--- src/rtl/serial_add_seq_if.sv ---
// Bundles the sequencer's operand, adder-slice and result handshakes into one port.
// master is the sequencer's view; slave is the surrounding producer/adder/consumer.
interface serial_add_seq_if #(
  parameter int length = 8
);
  logic [length-1:0] i_data_a;
  logic [length-1:0] i_data_b;
  logic              i_con_sub;
  logic              i_valid;
  logic              o_ready;
  logic              o_bit_a;
  logic              o_bit_b;
  logic              o_bit_cin;
  logic              i_bit_sum;
  logic              i_bit_cout;
  logic [length-1:0] o_data_result;
  logic              o_flag_c;
  logic              o_flag_v;
  logic              o_valid;
  logic              i_ready;

  modport master (
    input  i_data_a, i_data_b, i_con_sub, i_valid,
    output o_ready,
    output o_bit_a, o_bit_b, o_bit_cin,
    input  i_bit_sum, i_bit_cout,
    output o_data_result, o_flag_c, o_flag_v, o_valid,
    input  i_ready
  );

  modport slave (
    output i_data_a, i_data_b, i_con_sub, i_valid,
    input  o_ready,
    input  o_bit_a, o_bit_b, o_bit_cin,
    output i_bit_sum, i_bit_cout,
    input  o_data_result, o_flag_c, o_flag_v, o_valid,
    output i_ready
  );
endinterface

--- src/rtl/serial_add_seq.sv ---
// Feeds two parallel operands LSB-first through an external 1-bit adder and
// gathers the sum bits back into a parallel result with carry/overflow flags.
module serial_add_seq #(
  parameter int length = 8
) (
  input logic             i_clk,
  input logic             i_rst_n,
  serial_add_seq_if.master bus
);

  typedef enum logic [1:0] {IDLE, SHIFT, DONE} state_t;

  localparam int cnt_w = (length > 1) ? $clog2(length) : 1;
  localparam logic [cnt_w-1:0] cnt_last = cnt_w'(length - 1);

  state_t            state;
  state_t            next_state;
  logic [length-1:0] a_sr;
  logic [length-1:0] b_sr;
  logic [length-1:0] result;
  logic              carry;
  logic [cnt_w-1:0]  cnt;
  logic              flag_c;
  logic              flag_v;
  logic              accept;
  logic              last_bit;

  assign accept   = bus.i_valid && (state == IDLE);
  assign last_bit = (cnt == cnt_last);

  always_ff @(posedge i_clk or negedge i_rst_n) begin
    if (!i_rst_n) state <= IDLE;
    else          state <= next_state;
  end

  // Adder inputs are gated to zero outside SHIFT so the slice idles quietly.
  always_comb begin
    next_state    = state;
    bus.o_ready   = 1'b0;
    bus.o_valid   = 1'b0;
    bus.o_bit_a   = 1'b0;
    bus.o_bit_b   = 1'b0;
    bus.o_bit_cin = 1'b0;
    case (state)
      IDLE: begin
        bus.o_ready = 1'b1;
        if (bus.i_valid) next_state = SHIFT;
      end
      SHIFT: begin
        bus.o_bit_a   = a_sr[0];
        bus.o_bit_b   = b_sr[0];
        bus.o_bit_cin = carry;
        if (last_bit) next_state = DONE;
      end
      DONE: begin
        bus.o_valid = 1'b1;
        if (bus.i_ready) next_state = IDLE;
      end
      default: next_state = IDLE;
    endcase
  end

  // Subtraction is a + ~b + 1: b is inverted on load and the carry seeded with 1.
  always_ff @(posedge i_clk or negedge i_rst_n) begin
    if (!i_rst_n) begin
      a_sr   <= '0;
      b_sr   <= '0;
      result <= '0;
      carry  <= 1'b0;
      cnt    <= '0;
      flag_c <= 1'b0;
      flag_v <= 1'b0;
    end else begin
      case (state)
        IDLE: begin
          if (accept) begin
            a_sr  <= bus.i_data_a;
            b_sr  <= bus.i_con_sub ? ~bus.i_data_b : bus.i_data_b;
            carry <= bus.i_con_sub;
            cnt   <= '0;
          end
        end
        SHIFT: begin
          a_sr   <= {1'b0, a_sr[length-1:1]};
          b_sr   <= {1'b0, b_sr[length-1:1]};
          result <= {bus.i_bit_sum, result[length-1:1]};
          carry  <= bus.i_bit_cout;
          cnt    <= cnt + cnt_w'(1);
          // Overflow compares the carry into the MSB slice with the carry out of it.
          if (last_bit) begin
            flag_c <= bus.i_bit_cout;
            flag_v <= carry ^ bus.i_bit_cout;
          end
        end
        default: ;
      endcase
    end
  end

  assign bus.o_data_result = result;
  assign bus.o_flag_c      = flag_c;
  assign bus.o_flag_v      = flag_v;

endmodule

--- src/flat_wrapper.sv ---
// flat-port wrapper written by rule: the top's interface ports become plain ports
module serial_add_seq_flat 
#(
  parameter int length = 8
)
  (i_clk, i_rst_n, bus_i_data_a, bus_i_data_b, bus_i_con_sub, bus_i_valid, bus_o_ready, bus_o_bit_a, bus_o_bit_b, bus_o_bit_cin, bus_i_bit_sum, bus_i_bit_cout, bus_o_data_result, bus_o_flag_c, bus_o_flag_v, bus_o_valid, bus_i_ready);
  serial_add_seq_if #(.length(length)) bus_i ();
  input logic i_clk;
  input logic i_rst_n;
  input wire logic [$bits(bus_i.i_data_a)-1:0] bus_i_data_a;
  input wire logic [$bits(bus_i.i_data_b)-1:0] bus_i_data_b;
  input wire logic [$bits(bus_i.i_con_sub)-1:0] bus_i_con_sub;
  input wire logic [$bits(bus_i.i_valid)-1:0] bus_i_valid;
  output wire logic [$bits(bus_i.o_ready)-1:0] bus_o_ready;
  output wire logic [$bits(bus_i.o_bit_a)-1:0] bus_o_bit_a;
  output wire logic [$bits(bus_i.o_bit_b)-1:0] bus_o_bit_b;
  output wire logic [$bits(bus_i.o_bit_cin)-1:0] bus_o_bit_cin;
  input wire logic [$bits(bus_i.i_bit_sum)-1:0] bus_i_bit_sum;
  input wire logic [$bits(bus_i.i_bit_cout)-1:0] bus_i_bit_cout;
  output wire logic [$bits(bus_i.o_data_result)-1:0] bus_o_data_result;
  output wire logic [$bits(bus_i.o_flag_c)-1:0] bus_o_flag_c;
  output wire logic [$bits(bus_i.o_flag_v)-1:0] bus_o_flag_v;
  output wire logic [$bits(bus_i.o_valid)-1:0] bus_o_valid;
  input wire logic [$bits(bus_i.i_ready)-1:0] bus_i_ready;
  assign bus_i.i_data_a = bus_i_data_a;
  assign bus_i.i_data_b = bus_i_data_b;
  assign bus_i.i_con_sub = bus_i_con_sub;
  assign bus_i.i_valid = bus_i_valid;
  assign bus_o_ready = bus_i.o_ready;
  assign bus_o_bit_a = bus_i.o_bit_a;
  assign bus_o_bit_b = bus_i.o_bit_b;
  assign bus_o_bit_cin = bus_i.o_bit_cin;
  assign bus_i.i_bit_sum = bus_i_bit_sum;
  assign bus_i.i_bit_cout = bus_i_bit_cout;
  assign bus_o_data_result = bus_i.o_data_result;
  assign bus_o_flag_c = bus_i.o_flag_c;
  assign bus_o_flag_v = bus_i.o_flag_v;
  assign bus_o_valid = bus_i.o_valid;
  assign bus_i.i_ready = bus_i_ready;
  serial_add_seq #(.length(length)) u_core (.i_clk(i_clk), .i_rst_n(i_rst_n), .bus(bus_i));
endmodule
--- config.mk ---
export PLATFORM = sky130hd
export DESIGN_NAME = serial_add_seq_flat
export DESIGN_NICKNAME = d
export VERILOG_FILES = /design/src/rtl/serial_add_seq_if.sv /design/src/rtl/serial_add_seq.sv /design/src/flat_wrapper.sv
export SDC_FILE = /design/constraint.sdc
export NUM_CORES = 1
export LEC_CHECK = 0
export ABC_AREA = 1
export CORE_ASPECT_RATIO = 0.75
export CORE_UTILIZATION = 49
export DETAILED_ROUTE_END_ITERATION = 16
export HOLD_SLACK_MARGIN = 0.1
export PLACE_DENSITY = 0.79
export SETUP_SLACK_MARGIN = 0.1
export SYNTH_ARGS = -nofsm -noshare
export SYNTH_HDL_FRONTEND = slang
export SYNTH_SLANG_ARGS = --single-unit
export TNS_END_PERCENT = 10
--- constraint.sdc ---
create_clock -name i_clk -period 1.2 [get_ports i_clk]
set_input_delay 0.24 -clock i_clk [delete_from_list [all_inputs] [get_ports i_clk]]
set_output_delay 0.24 -clock i_clk [all_outputs]
set_load 0.1 [all_outputs]
[Word level (Yosys, flattened, before mapping)]
Cells that the tools add are included.
Cells by class
  $add $sub $neg: 1
  multiply operators: 0
  divide/modulo/power cells: 0
  $lt $le $gt $ge: 0
  eq/ne operators: 7
  shifts and indexed selects: 0
  multiplexer cells: 18
  bitwise gates (word level): 2
  reduce and logical (&&, ||, !) cells: 6
Operators by type and width (count)
  8-bit one-hot mux with 2 select lines: 2
  8-bit two-way mux: 3
  8-bit NOT: 1
  1-bit two-way mux: 6
  2-bit two-way mux: 3
  2-bit one-hot mux with 3 select lines: 1
  3-bit one-hot mux with 2 select lines: 1
  2-bit by 1-bit != test with 1-bit output, second input constant: 2
  2-bit != test, second input constant: 2
  2-bit AND reduction: 2
  3-bit by 1-bit adder with 3-bit output, second input constant: 1
  3-bit equality test, second input constant: 1
  3-bit two-way mux: 1
  3-bit AND reduction: 1
  2-bit by 1-bit equality test with 1-bit output, second input constant: 1
  2-bit equality test, second input constant: 1
  2-bit logical NOT: 1
  1-bit one-hot mux with 2 select lines: 1
  2-bit nonzero test: 1
  1-bit logical AND: 1
  1-bit bitwise XOR: 1
Storage, ports and cells
  flip-flop bits (word level): 32
  latch bits: 0
  memory bits (writable): 0
  bits in read-only memories: 0
  input bits: 23
  output and inout port bits: 15
  memories: 0

[Logic depth before layout (Yosys ltp)]
Gate-level depths: netlist of run 1.
  word-level depth: 4
  depth in mapped cells: 7
  mapped depth without buffers: 7

[Least setup slack after synthesis of run 1]
Ideal clock, no wire load.
  path kind: register to output
  start: register u_core.state[1]
  end: output port bus_o_bit_a
  data arrival time: 1.999 ns
  data required time: 0.960 ns
  slack: -1.039 ns
  stages on the path, launching flop included: 5
  cells stage by stage: dfrtp_1 > inv_2 > nand2_8 > buf_6 > nor2_1
On the way
  longest elaborated chain between the ends: 2
Ends and longest elaborated chain
  start: declaration: line serial_add_seq.sv:16  | state_t state;
  start signal: assignment: line serial_add_seq.sv:33  | else state <= next_state;
  2-bit by 1-bit equality test with 1-bit output: line serial_add_seq.sv:44  | case (state)
  1-bit two-way mux: line serial_add_seq.sv:44
  end: declaration: line flat_wrapper.sv:15  | output wire logic [$bits(bus_i.o_bit_a)-1:0] bus_o_bit_a;
Every way passes these cells.

[Final worst setup path of run 1]
  start: register u_core.state[0]
  end: output port bus_o_valid
On the way
  longest elaborated chain between the ends: 2
Ends and longest elaborated chain
  2-bit equality test: line serial_add_seq.sv:44
  1-bit two-way mux: line serial_add_seq.sv:44
  end: declaration: line flat_wrapper.sv:23  | output wire logic [$bits(bus_i.o_valid)-1:0] bus_o_valid;
Every way passes these cells.

==> metrics.md, run 1 <==
| Metric | Value |
|---|---|
| Number of max-cap violations | 0 |
| Post-Synthesis Cell Area | 1610 um^2 |
| Failing checks | setup timing |
| Clock Sink Count | 32 |
| Number of antenna violations at the first check in global routing | 0 |
| Finish-stage setup viols | 16 |
| Clock input transition at the sequential cells of the worst setup and hold paths | about 0.070 ns |
| Async S/R FF share, synth | 100% |
| Design internal power | 3650 uW |
| Row Count | 17 |
| Detailed-route wire length | ~3.8 mm |
| Count of H-tree levels built during CTS | 2 |
| Net Switching | around 3600 uW |
| Vias in the first global route | 1,382 |
| Core area | about 3000 um^2 |
| Final setup margin | -0.224 ns |
| Instance count of the mapped netlist | 197 |
| Total of buffers placed on input and output ports | 37 |
| Total global routing track utilization | between 20 and 30% |
| Switching part of the total power | between 40 and 50% |
| Post-route design area | approximately 2400 um^2 |
| Bufs on Longest Clock Path | 2 |
| Aggregate global routing overflow | 0 |
| Sequential power share | a little over a quarter |
| Setup crit end kind | primary output |
| Startpoint of the most critical register-to-register path | u_core.state[0]$_DFFE_PN0P_ |
| Final critical delay including setup and external delays | about 1.4 ns |
| Outcome | complete, but fails checks |
| Fmax | approximately 0.70 GHz |
| Via count of the routed design | between 1,000 and 1,500 |
| Fin cells | 289 |
| Fin. max-slew vios | 0 |
| Worst Setup Start Kind | flop |
| Synthesized area per cell | slightly above 8 um^2 |
| Leak | about 0.0012 uW |
| Share of synthesized area occupied by flip-flops and latches | 49.7% |
| CTS tree | yes |
| Number of clock buffers inserted by TritonCTS | 5 |
| Number of enable-type register cells in the synthesized netlist | 0 |
| IR Drop Worst-Case VDD | roughly 2.2 mV |
| Fillers | around 190 |
| Wire length of the first global-routing pass | 6.31 mm |
| YS warnings | 0 |
| Remaining max-slew budget at the tightest pin | roughly 83% |
| Skew final | 0.00571 ns |
| Worst reg-to-reg setup slack | -0.10 ns |
| Most frequent cells after synthesis | 72 x sky130_fd_sc_hd__nand2_1, 43 x sky130_fd_sc_hd__nand3_1, 32 x sky130_fd_sc_hd__dfrtp_1 |
| Final #Nets | 275 |
| Total die area | roughly 3500 um^2 |
| Slew at the pin closest to its max-slew limit | between 0.2 and 0.3 ns |
| Number of distinct library cells after synthesis | 19 |
| 1st-iter DRT viols | roughly 120 |
| Cell types occupying the most area after synthesis | sky130_fd_sc_hd__dfrtp_1 50%, sky130_fd_sc_hd__nand2_1 17%, sky130_fd_sc_hd__nand3_1 13% |
| RSZ-0062 raised after global routing | true |
| FF-to-FF End | u_core.b_sr[3]$_DFFE_PN0P_ |
| First-pass iteration count of the detailed router | 5 |
| Path type of the worst min-delay path | input pin to async pin |
| Post-synth top area share | 49.7% |
| Post-DR vias/cell | roughly 5.2 |
| Reg2reg path depth | 7 |
| Combinational share of power | 61.7% |
| Count of endpoints failing hold in the final timing report | 0 |
| Clock latency reported for the late side of the worst-skew pair | a little under 0.3 ns |
| Detailed-route wire length per cell | between 10 and 15 um |
| Final HPWL from detailed placement | approximately 2.4 mm |
| Library cell occupying the most area in the post-synthesis netlist | sky130_fd_sc_hd__dfrtp_1 |
| Yosys reg bits | 32 |
| Largest net degree at the start of global routing | 33 |
| Total power divided by cell area | roughly 3000 nW/um^2 |
| Critical path arrival | around 1.2 ns |
| Required time of the worst setup path | around 0.96 ns |
| Number of antenna cells inserted | 0 |
| Placed Instance Area | around 2200 um^2 |
| Worst-path fanout max | 4 |
| Die height | just over 50 um |
| Share of the core filled with cells | around four fifths |
| Layout cell share with drive strength beyond 1 | 23.5% |
| Chip width | 68.2 um |
| Ys flop type | sky130_fd_sc_hd__dfrtp_1 |
| Syn Nets | roughly 220 |
| Clock share of power | 11.7% |
| Period Utilization, post-route | 119% |
| # DRC | 0 |
| I/O pin total | 38 |
| Master cell of the clock root buffer | sky130_fd_sc_hd__clkbuf_8 |
| RD Place Congestion | 0.781 |
| Post-detailed-route count of antenna-violating nets | 0 |
| Number of cells after detailed placement | roughly 280 |
| Most numerous cell in the Yosys netlist | sky130_fd_sc_hd__nand2_1 |
| Critical path class | flop to primary output |
| Starting density of the core | 52.9% |
| Synth-to-layout area growth | 50.4% |
| Setup TNS | -1.67 ns |
==> critical path: stages, from the launching register on <==
cell,delay (ns)
sky130_fd_sc_hd__dfrtp_2,0.45
sky130_fd_sc_hd__buf_6,0.15
sky130_fd_sc_hd__nor2_4,0.12
sky130_fd_sc_hd__buf_12,0.18
==> power by group through the flow <==
| stage | Clock [uW] | Sequential, uW | Combinational, uW |
|---|---|---|---|
| after floorplan | 0 | 2860 | 1900 |
| after global placement | 0 | 1910 | 4170 |
| after detailed placement | 0 | 1910 | 4240 |
| after CTS | 862 | 1910 | 4440 |
| after global routing | 940 | 1970 | 4730 |
| final | 850 | 1920 | 4470 |
==> metal layers <==
layer | up-vias | wire [um] | part of all wire [%] | GRT usage, %
met2 | 57 | 1810 | 48 | 37.1
met4 | 0 | 59 | 1.6 | 11.8
met5 | - | 0 | 0 | 0
met1 | 696 | 1670 | 44 | 35.3
met3 | 7 | 217 | 5.8 | 5.26
li1 | 732 | - | - | -
==> placed cells by master, fill, tap and decap left out, drive strengths merged <==
| cell | instances |
|---|---|
| nand2 | 73 |
| nand3 | 43 |
| buf | 34 |
| dfrtp | 32 |
| clkdlybuf4s50 | 22 |
| inv | 19 |
| clkbuf | 8 |
| nor2 | 7 |
| o21ai | 7 |
| xor2 | 2 |
| ha | 2 |
| o31ai | 1 |
| o22ai | 1 |
==> how the worst max path moves through the flow <==
stage	from	end	slack [ns]
global placement	bus_i_valid	u_core.b_sr[0]$_DFFE_PN0P_	-0.1
finish	u_core.state[0]$_DFFE_PN0P_	bus_o_valid	-0.22
CTS	u_core.state[1]$_DFFE_PN0P_	bus_o_bit_cin	-0.23
floorplan	u_core.state[1]$_DFFE_PN0P_	bus_o_bit_a	-0.30
global route	u_core.state[1]$_DFFE_PN0P_	bus_o_ready	-0.25
detailed placement	bus_i_valid	u_core.b_sr[6]$_DFFE_PN0P_	-0.14
==> what timing repair did <==
item,CTS,global route
pin swaps,9,7
buffers inserted,4,1
setup endpoints to repair,43,47
resized for setup,13,5
endpoints found under the hold margin,0,0
cloned,0,0
hold buffers,0,0
==> cells by family after synthesis <==
kind of cell	synth area share (%)
flip-flops	49.7
AO/OA/AOI/OAI	3.73
buffers and inverters	10.3
adder cells (fa/ha/maj)	1.55
XOR/XNOR	1.09
AND/OR/NAND/NOR	33.6
==> final cells by class <==
type | instances | area (um^2) | share of cell area, %
Tap cell | 38 | 47.5 | 1.96
Multi-Input combinational cell | 136 | 694 | 28.7
Sequential cell | 32 | 802 | 33.1
Clock buffer | 8 | 90.1 | 3.72
Inverter | 19 | 86.3 | 3.56
Timing Repair Buffer | 56 | 702 | 29.0
==> state kept, by name, indices dropped and copies added (netlist names) <==
name and cells:
u_core.carry 1, u_core.bus.o_flag_c 1, u_core.a_sr 8, u_core.bus.o_data_result 8, u_core.bus.o_flag_v 1, u_core.cnt 3
u_core.state 2, u_core.b_sr 8
==> stage by stage <==
stage | power [uW] | hold slack, ns | setup slack, ns
5_1_grt | 7640 | 0.328 | -0.254
6_report | 7250 | 0.319 | -0.224
2_1_floorplan | 4760 | -0.0556 | -0.302
3_3_place_gp | 6070 | 0.475 | -0.0968
3_5_place_dp | 6150 | 0.478 | -0.141
4_1_cts | 7210 | 0.324 | -0.231
Note: power is estimated with default switching activity, not from simulation.
==> inputs of run 2 (changes only) <==
--- a/config.mk
+++ b/config.mk
@@ -6,11 +6,13 @@
 export NUM_CORES = 1
 export LEC_CHECK = 0
 export ABC_AREA = 1
+export CELL_PAD_IN_SITES_DETAIL_PLACEMENT = 0
+export CELL_PAD_IN_SITES_GLOBAL_PLACEMENT = 1
 export CORE_ASPECT_RATIO = 0.75
-export CORE_UTILIZATION = 49
+export CORE_UTILIZATION = 36
 export DETAILED_ROUTE_END_ITERATION = 16
 export HOLD_SLACK_MARGIN = 0.1
-export PLACE_DENSITY = 0.79
+export PLACE_DENSITY_LB_ADDON = 0.1
 export SETUP_SLACK_MARGIN = 0.1
 export SYNTH_ARGS = -nofsm -noshare
 export SYNTH_HDL_FRONTEND = slang
==> run 2 against run 1 <==
  * The flow still finishes with violations (setup timing)
  * Sequential power about the same
  * Total power rose by 4.7%
  * Global-route usage decreased by 7.5 points
  * Maximum frequency decreased by 1.9%
  * Combinational power grew 2%
  * Register-to-register slack got worse by 0.07 ns
  * Die area grew 35%
  * Flip-flop and latch count unchanged
  * Largest cell class unchanged
==> metrics.md, run 2 (synthesized netlist as in run 1, its figures left out) <==
| Metric | Value |
|---|---|
| Total Power Consumption | 7590 uW (+4.7%) |
| Clock Sink Count | 32 (unchanged) |
| Row Count | 20 (+3) |
| Skew final | 0.00876 ns (+0.00305 ns) |
| Count of endpoints failing hold in the final timing report | 0 (unchanged) |
| Setup crit end kind | primary output |
| Count of H-tree levels built during CTS | 2 (unchanged) |
| Finish-stage setup viols | 33 (+17) |
| Final critical delay including setup and external delays | 1.45 ns (+0.0273 ns) |
| Outcome | complete, but fails checks |
| Total global routing track utilization | 17.7% (-7.5 points) |
| Worst-path fanout max | 2 (-2) |
| Hold Worst Slack | 0.338 ns (+0.0185 ns) |
| IR Drop Worst-Case VDD | 2.11 mV (-4.0%) |
| Die height | 59.9 um (+16%) |
| Failing checks | setup timing |
| First-pass iteration count of the detailed router | 4 (-1) |
| Number of antenna violations at the first check in global routing | 0 (unchanged) |
| Clock latency reported for the late side of the worst-skew pair | 0.28 ns (about the same) |
| Fin cells | 309 (+6.9%) |
| Chip width | 79.2 um (+16%) |
| Required time of the worst setup path | 0.96 ns (about the same) |
| Remaining max-slew budget at the tightest pin | 83.9% (+1.1 points) |
| # DRC | 0 (unchanged) |
| Clock input transition at the sequential cells of the worst setup and hold paths | 0.07 ns (about the same) |
| Fillers | 358 (+90%) |
| Area of the multi-input gates | 716 um^2 (+3.1%) |
| Reg area | 802 um^2 (unchanged) |
| Path type of the worst min-delay path | input pin to async pin |
| Commonest non-fill, non-tap cells in the layout | 71 x sky130_fd_sc_hd__nand2_1, 42 x sky130_fd_sc_hd__nand3_1, 31 x sky130_fd_sc_hd__dfrtp_1, 22 x sky130_fd_sc_hd__clkdlybuf4s50_1, 17 x sky130_fd_sc_hd__buf_12 |
| Total of buffers placed on input and output ports | 37 (unchanged) |
| Total die area | 4750 um^2 (+35%) |
| Bufs on Longest Clock Path | 2 (unchanged) |
| 1st-iter DRT viols | 74 (-39%) |
| Detailed-route wire length per cell | 11.8 um (-9.0%) |
| Post-detailed-route count of antenna-violating nets | 0 (unchanged) |
| Critical path class | flop to primary output |
| Detailed-route wire length | 3.65 mm (-2.7%) |
| Final #Nets | 278 (+1.1%) |
| Final setup margin | -0.251 ns (-0.0273 ns) |
| Slew at the pin closest to its max-slew limit | 0.241 ns (-0.0155 ns) |
| Setup TNS | -5.02 ns (-3.35 ns) |
| Number of antenna cells inserted | 0 (unchanged) |
| Core area | 4180 um^2 (+37%) |
| Number of clock buffers inserted by TritonCTS | 5 (unchanged) |
| Leak | 0.00124 uW (+3.3%) |
| Master cell of the clock root buffer | sky130_fd_sc_hd__clkbuf_8 |
| Post-DR vias/cell | 4.60 (-11%) |
| Critical path arrival | 1.21 ns (+0.03 ns) |
| Fin. max-slew vios | 0 (unchanged) |
| Wire length of the first global-routing pass | 6.28 mm (-0.43%) |
| Starting density of the core | 38.5% (-14 points) |
| Aggregate global routing overflow | 0 (unchanged) |
| Final HPWL from detailed placement | 2.56 mm (+5.8%) |
| Total power divided by cell area | 3000 nW/um^2 (+0.30%) |
| Number of max-cap violations | 0 (unchanged) |
| Synth-to-layout area growth | 57.0% |
| I/O pin total | 38 (unchanged) |
| Period Utilization, post-route | 121% (+2.3 points) |
| Layout cell share with drive strength beyond 1 | 26.0% (+2.5 points) |
| Leading cell type in the layout, fill and taps excluded | sky130_fd_sc_hd__nand2_1 |
| Fmax | 0.689 GHz (-1.9%) |
| Worst Setup Start Kind | flop |
| Largest net degree at the start of global routing | 33 (unchanged) |
| Number of cells after detailed placement | 294 (+6.5%) |
| RSZ-0062 raised after global routing | true |
| RD Place Congestion | 0.755 (-3.2%) |
| Via count of the routed design | 1,422 (-4.7%) |
| CTS tree | yes |
| Vias in the first global route | 1,327 (-4.0%) |
| Worst-case setup slack after placement | -0.162 ns (-0.0214 ns) |
-- run 2: cell types whose count changed in the layout (fill, tap and decap cells not counted), sizes merged --
cell    change
bufinv      +1
clkbuf      -1
buf         +3
-- run 2: worst max-delay path, stage by stage (launching register included) --
cell,delay (ns)
sky130_fd_sc_hd__dfrtp_1,0.42
sky130_fd_sc_hd__buf_6,0.14
sky130_fd_sc_hd__nor2_4,0.17
sky130_fd_sc_hd__buf_12,0.20
-- run 2: per-layer routing --
metal  routed length (um)  up-vias  track usage, %
met5                    0        -               0
met4                   17        0            5.45
met3                  218        2            4.27
met2                 1630       36            26.2
met1                 1780      647            25.6
li1                     -      737               -
-- run 2: repair_timing --
action	in CTS	in global routing
endpoints found under the hold margin	0	0
resized for setup	13	6
pin swaps	6	3
endpoints found under the setup margin	42	47
buffers inserted	5	2
hold buffers	0	0
-- run 2: final timing paths --
path	depth (start not counted)	endpoint	from	slack [ns]
max reg2reg	8	u_core.bus.o_data_result[2]$_DFFE_PN0N_	u_core.state[1]$_DFFE_PN0P_	-0.17
min reg2reg	2	u_core.a_sr[6]$_DFFE_PN0P_	u_core.a_sr[7]$_DFFE_PN0P_	0.49
min	2	u_core.carry$_DFFE_PN0P_	i_rst_n	0.34
max in group asynchronous	2	u_core.state[0]$_DFFE_PN0P_	i_rst_n	0.68
min in group i_clk	2	u_core.a_sr[6]$_DFFE_PN0P_	u_core.a_sr[7]$_DFFE_PN0P_	0.49
max	3	bus_o_ready	u_core.state[1]$_DFFE_PN0P_	-0.25
-- run 2: layout make-up --
type | count | area share [%]
Sequential cell | 32 | 31.7
Timing Repair Buffer | 59 | 28.7
Multi-Input combinational cell | 136 | 28.3
Clock buffer | 7 | 3.81
Inverter | 19 | 3.56
Tap cell | 55 | 2.72
Clock inverter | 1 | 1.19
-- run 2: report_power, final --
group / switching [uW] / internal, uW / leakage, uW
clock network: 375 / 732 / 0.0000645
logic: 2820 / 1740 / 0.000765
registers: 387 / 1540 / 0.000407
-- run 2: per-stage QoR --
stage	area (um^2)	util [%]
after detailed placement	2290	54.7
after CTS	2490	59.7
after floorplan	1650	-
final	2530	60.5
after global placement	2290	54.7
after global routing	2530	60.5
